<file path="src/rtl/cdb_arbiter_pkg.sv">
// Shared constants and the common data bus broadcast record used by the CDB arbiter.
package cdb_arbiter_pkg;

  localparam int FU_COUNT_DEF = 4;
  localparam int CDB_PORTS    = 2;
  localparam int PREG_W       = 6;
  localparam int ROB_W        = 5;

  typedef struct packed {
    logic              valid;
    logic [PREG_W-1:0] rd;
    logic [ROB_W-1:0]  rob_id;
    logic [31:0]       value;
  } cdb_t;

endpackage

</file>
<file path="src/rtl/cdb_arbiter_picker.sv">
// Combinational round-robin picker: grants up to SLOTS requesters, scanning from start.
module rr_multi_picker #(
  parameter int N     = 4,
  parameter int SLOTS = 2,
  localparam int PTR_BITS = (N > 1) ? $clog2(N) : 1,
  localparam int CNT_BITS = $clog2(SLOTS + 1)
) (
  input  logic [N-1:0]       req,
  input  logic [PTR_BITS-1:0] start,
  output logic [SLOTS*N-1:0] grant,
  output logic [SLOTS-1:0]   slot_valid,
  output logic [PTR_BITS-1:0] last_idx,
  output logic               any_grant
);

  logic [PTR_BITS:0]   pos;
  logic [PTR_BITS-1:0] idx;
  logic [CNT_BITS-1:0] cnt;

  // Walk the requesters in rotated order; the n-th hit lands in slot n.
  always_comb begin
    grant      = '0;
    slot_valid = '0;
    last_idx   = start;
    any_grant  = 1'b0;
    cnt        = '0;
    pos        = '0;
    idx        = '0;
    for (int i = 0; i < N; i++) begin
      pos = {1'b0, start} + (PTR_BITS+1)'(i);
      if (pos >= (PTR_BITS+1)'(N)) pos = pos - (PTR_BITS+1)'(N);
      idx = pos[PTR_BITS-1:0];
      if (req[idx] && (cnt < CNT_BITS'(SLOTS))) begin
        for (int s = 0; s < SLOTS; s++) begin
          if (cnt == CNT_BITS'(s)) begin
            grant[s*N +: N] = N'(1) << idx;
            slot_valid[s]   = 1'b1;
          end
        end
        last_idx  = idx;
        any_grant = 1'b1;
        cnt       = cnt + CNT_BITS'(1);
      end
    end
  end

endmodule

</file>
<file path="src/rtl/cdb_arbiter.sv">
// CDB arbiter: one-entry buffer per FU, round-robin grant onto SS registered broadcast slots.
module cdb_arbiter
  import cdb_arbiter_pkg::*;
#(
  parameter int SS        = CDB_PORTS,
  parameter int FU_COUNT  = FU_COUNT_DEF,
  parameter int PREG_BITS = PREG_W,
  parameter int ROB_BITS  = ROB_W
) (
  input  logic                          clk,
  input  logic                          rst,
  input  logic                          flush,
  input  logic [FU_COUNT-1:0]           fu_valid,
  output logic [FU_COUNT-1:0]           fu_ready,
  input  logic [FU_COUNT*PREG_BITS-1:0] fu_rd,
  input  logic [FU_COUNT*ROB_BITS-1:0]  fu_rob_id,
  input  logic [FU_COUNT*32-1:0]        fu_value,
  output logic [SS-1:0]                 cdb_valid,
  output logic [SS*PREG_BITS-1:0]       cdb_rd,
  output logic [SS*ROB_BITS-1:0]        cdb_rob_id,
  output logic [SS*32-1:0]              cdb_value,
  output logic [SS-1:0]                 regf_we
);

  localparam int PTR_BITS = (FU_COUNT > 1) ? $clog2(FU_COUNT) : 1;

  logic [FU_COUNT-1:0]    full, req, grant, load;
  logic [PREG_BITS-1:0]   buf_rd    [FU_COUNT];
  logic [ROB_BITS-1:0]    buf_rob   [FU_COUNT];
  logic [31:0]            buf_value [FU_COUNT];
  logic [SS*FU_COUNT-1:0] slot_grant;
  logic [SS-1:0]          slot_valid;
  logic [PTR_BITS-1:0]    rr_ptr, last_idx;
  logic                   any_grant;
  logic [PREG_BITS-1:0]   sel_rd    [SS];
  logic [ROB_BITS-1:0]    sel_rob   [SS];
  logic [31:0]            sel_value [SS];
  cdb_t                   cdb_q     [SS];

  // Flush masks every request so nothing is granted and rr_ptr holds.
  assign req = flush ? '0 : full;

  rr_multi_picker #(.N(FU_COUNT), .SLOTS(SS)) u_picker (
    .req        (req),
    .start      (rr_ptr),
    .grant      (slot_grant),
    .slot_valid (slot_valid),
    .last_idx   (last_idx),
    .any_grant  (any_grant)
  );

  always_comb begin
    grant = '0;
    for (int s = 0; s < SS; s++) grant = grant | slot_grant[s*FU_COUNT +: FU_COUNT];
  end

  assign fu_ready = flush ? '0 : (~full | grant);
  assign load     = fu_valid & fu_ready;

  always_ff @(posedge clk or negedge rst) begin
    if (!rst)       full <= '0;
    else if (flush) full <= '0;
    else            full <= load | (full & ~grant);
  end

  always_ff @(posedge clk) begin
    for (int k = 0; k < FU_COUNT; k++) begin
      if (load[k]) begin
        buf_rd[k]    <= fu_rd[k*PREG_BITS +: PREG_BITS];
        buf_rob[k]   <= fu_rob_id[k*ROB_BITS +: ROB_BITS];
        buf_value[k] <= fu_value[k*32 +: 32];
      end
    end
  end

  always_comb begin
    for (int s = 0; s < SS; s++) begin
      sel_rd[s]    = '0;
      sel_rob[s]   = '0;
      sel_value[s] = '0;
      for (int k = 0; k < FU_COUNT; k++) begin
        if (slot_grant[s*FU_COUNT + k]) begin
          sel_rd[s]    = sel_rd[s] | buf_rd[k];
          sel_rob[s]   = sel_rob[s] | buf_rob[k];
          sel_value[s] = sel_value[s] | buf_value[k];
        end
      end
    end
  end

  // Idle slots drop valid but keep their last payload.
  always_ff @(posedge clk or negedge rst) begin
    if (!rst) begin
      for (int s = 0; s < SS; s++) cdb_q[s] <= '0;
    end else begin
      for (int s = 0; s < SS; s++) begin
        cdb_q[s].valid <= slot_valid[s];
        if (slot_valid[s]) begin
          cdb_q[s].rd     <= sel_rd[s];
          cdb_q[s].rob_id <= sel_rob[s];
          cdb_q[s].value  <= sel_value[s];
        end
      end
    end
  end

  always_ff @(posedge clk or negedge rst) begin
    if (!rst) rr_ptr <= '0;
    else if (any_grant)
      rr_ptr <= (last_idx == PTR_BITS'(FU_COUNT - 1)) ? '0 : last_idx + PTR_BITS'(1);
  end

  always_comb begin
    for (int s = 0; s < SS; s++) begin
      cdb_valid[s]                         = cdb_q[s].valid;
      cdb_rd[s*PREG_BITS +: PREG_BITS]     = cdb_q[s].rd;
      cdb_rob_id[s*ROB_BITS +: ROB_BITS]   = cdb_q[s].rob_id;
      cdb_value[s*32 +: 32]                = cdb_q[s].value;
      regf_we[s]                           = cdb_q[s].valid && (cdb_q[s].rd != '0);
    end
  end

endmodule

</file>
<file path="config.mk">
export PLATFORM = sky130hd
export DESIGN_NAME = cdb_arbiter
export DESIGN_NICKNAME = d
export VERILOG_FILES = /design/src/rtl/cdb_arbiter_pkg.sv /design/src/rtl/cdb_arbiter_picker.sv /design/src/rtl/cdb_arbiter.sv
export SDC_FILE = /design/constraint.sdc
export NUM_CORES = 1
export LEC_CHECK = 0
export BUFFER_PORTS_ARGS = -buffer_cell sky130_fd_sc_hd__buf_2
export CORE_MARGIN = 2
export CORE_UTILIZATION = 30
export CTS_CLUSTER_SIZE = 24
export DETAILED_ROUTE_END_ITERATION = 10
export GPL_ROUTABILITY_DRIVEN = 1
export PLACE_DENSITY = 0.61
export SYNTH_ARGS = -nofsm -noshare
export SYNTH_HDL_FRONTEND = slang
export SYNTH_HIERARCHICAL = 1
export SYNTH_SLANG_ARGS = --single-unit
export TNS_END_PERCENT = 20
</file>
<file path="constraint.sdc">
create_clock -name clk -period 8.4 [get_ports clk]
set_clock_uncertainty 0.15 [all_clocks]
set_input_delay 0.84 -clock clk [delete_from_list [all_inputs] [get_ports clk]]
set_output_delay 0.84 -clock clk [all_outputs]
set_load 0.005 [all_outputs]
</file>
==> impl_metrics.csv <==
group,metric,value,unit
critical_path,cp-end-kind,"output pin",
placement,portBuffers,272,
timing,hold-worst-slack,0.09891,ns
synth,synth_common_cells,"a22oi_1, edfxtp_1, nor2_1",
layout,multiInputGateArea,3090,µm²
pwr,p_switching,2158,µW
synth,synth-edff-count,172,
die,dieArea,37810,µm²
timing,rsz0062_at_grt,"false",
critical_path,crit_type,"register to output pin",
placement,dp.cells,1464,
layout,drive_gt1_share,34.09,%
global_routing,grt_start_max_net_pins,88,
pwr,p_comb_share,40.9,%
layout,regArea,7517,µm²
pwr,power.density,398.4,nW/µm²
drt,post-route-drc-count,11,
layout,nFillCells,3414,
synth,synth.area.top_cells,"edfxtp_1, dfrtp_1, a22oi_1",
run_status,status,"finished, violations left",
timing,fin_setup_tns,0,ns
die,die_y,194.4,µm
run_status,violations,"design-rule violations",
drt,routed_via_density,5.359,
die,die_x,194.4,µm
die,start_util,30.52,%
global_routing,grt_usage,18.45,%
pwr,pwr-share-seq,36.4,%
hold_path,worstHoldPathType,"input port to asynchronous set/reset pin",
critical_path,required,7.41,ns
cts,hold_buffers,0,
pwr,leakagePower,0.005132,µW
layout,area_delta_synth_final,25.17,%
synth,seq_area_frac_synth,69.09,%
timing,slew_viol_final,0,
critical_path,cp.arrival,5.06,ns
placement,finalWeightedCongestion,0.8356,
cts,cts_tree,"built",
job,cap_violations,0,
synth,syn-num-nets,969,
global_routing,grt_overflow,0,
pwr,clkPwrFrac,22.8,%
critical_path,start_kind,"register",
timing,fmax,0.1652,GHz
layout,fin_cells,1525,
critical_path,critPathMaxFanout,44,
global_routing,grt_pass1_wl,52630,µm
synth,synth_most_common_cell,"a22oi_1",
timing,setup_viol,0,
global_routing,grt_pass1_vias,8146,
cts,cts.reportedPaths.clkPinSlew,0.06,ns
synth,avgSynthCellArea,13.95,µm²
cts,insertion_delay,0.59,ns
cts,clock_path_buffers,3,
cts,cts_setup_buffers,0,
drt,first_pass_iters,11,
synth,synthFlopType,"edfxtp_1",
timing,min_period_over_period,72.05,%
cts,clkSinkCount,266,
cts,cts_max_level,1,
timing,hold_violations,0,
drt,drt-initial-drc-count,580,
critical_path,crit_start,"rr_ptr[0]",
die,core.rowCount,69,
timing,tightest_slew,1.097,ns
synth,synth_seq_cells,266,
cts,numCtsBuffers,30,
timing,period_minus_slack,6.052,ns
placement,dp_hpwl,20900,µm
synth,syn_area,10880,µm²
global_routing,antenna_found_initial,8,
synth,ys_types,43,
die,io_pins,273,
pwr,p_int,3268,µW
pwr,switching_share,39.77,%
pwr,max-vdd-ir-drop,0.1997,mV
cts,ctsResizeCount,0,
drt,num_vias,8172,
synth,synth_top_area_share,47.47,%
drt,wl_per_cell,23.61,µm
die,fp.coreArea,35660,µm²
synth,syn_inst,780,
cts,cts-root-buf,"clkbuf_16",
synth,yosys_warnings,6,
critical_path,worstReg2RegStart,"rr_ptr[0]",
drt,wirelength,36000,µm
layout,nets,1224,
synth,synth-async-reset-ratio,35.34,%
drt,ant_nets,0,
critical_path,reg2reg_depth,13,
timing,slew_headroom,26.85,%
synth,synth_area_leader_cell,"edfxtp_1",
## critical path: stages, from the launching register on
cell and delay, ns:
dfrtp_1 0.70, inv_1 0.14, ha_1 0.40, mux4_2 0.39
ha_1 0.30, or2_1 0.30, o22ai_4 0.33, mux2i_1 0.17
nor3b_2 0.26, mux2_2 0.36, buf_4 0.36, nor3b_1 0.53
nor2_1 0.08, buf_2 0.14
## logic make-up after synthesis
logic type               synth area share (%)
AO/OA/AOI/OAI                           18.78
flip-flops                              69.09
AND/OR/NAND/NOR                         5.336
buffers and inverters                   3.024
multiplexers                            2.541
adder cells (fa/ha/maj)                 1.150
XOR/XNOR                              0.08051
## registers in the layout, indices dropped and copies added, names as in the netlist
name	cells
cdb_valid	2
cdb_value	64
cdb_rob_id	10
buf_rd	24
buf_value	128
full	4
buf_rob	20
rr_ptr	2
cdb_rd	12
## layout by cell type, fill, tap and decap left out, drive strengths merged, types with 2 or more instances in the layout
cell type / count
clkinvlp: 2
o21ba: 4
edfxtp: 172
mux2i: 10
dfrtp: 94
a22o: 3
o22ai: 2
o21ai: 2
nor2b: 6
mux4: 3
a22oi: 176
a21oi: 4
a31oi: 86
buf: 286
o31a: 2
and2: 3
nand2: 3
ha: 10
diode: 5
clkinv: 13
or4: 2
inv: 6
nor3b: 9
nand3: 3
clkbuf: 40
nor2: 98
mux2: 9
## path summary, 6_finish.rpt
path	slack [ns]	endpoint
worst min register to register	0.39	cdb_value[12]
worst min-delay path	0.1	cdb_rob_id[2]
min in group clk	0.27	buf_value[1][8]
worst max register to register	2.88	buf_rd[1][0]
worst max-delay path	2.35	fu_ready[1]
max in group asynchronous	6.75	cdb_value[6]
## per-layer routing
layer	GRT usage, %	vias to the layer above	routed length [µm]
met3	3.765	65	2721
met4	6.097	6	1045
li1	-	3611	-
met1	25.41	4075	15490
met5	0	-	34
met2	29.17	415	16710
## final cells by class
cell class | count | share of cell area, %
clock buffers | 40 | 5.861
flip-flops and latches | 266 | 55.20
multi-input cells | 445 | 22.69
repair buffers | 286 | 10.79
diodes | 5 | 0.09187
well taps | 461 | 4.235
inverters | 6 | 0.1654
clock inverters | 16 | 0.9738
## metrics by stage
step	instance area, µm²	setup slack [ns]	total power, µW	util [%]
floorplan	10880	1.436	3356	-
global placement	12680	2.758	4157	35.55
detailed placement	12680	2.619	4195	35.55
CTS	13610	2.302	5441	38.16
global route	13620	2.058	5739	38.20
finish	13620	2.348	5426	38.20
## power by group through the flow
stage	Clock (µW)	Combinational (µW)	Sequential, µW
floorplan	0	1390	1960
global placement	0	2170	1990
detailed placement	0	2200	1990
CTS	1270	2200	1970
global route	1320	2410	2010
finish	1240	2220	1970
Power figures use the tool's default switching activity.
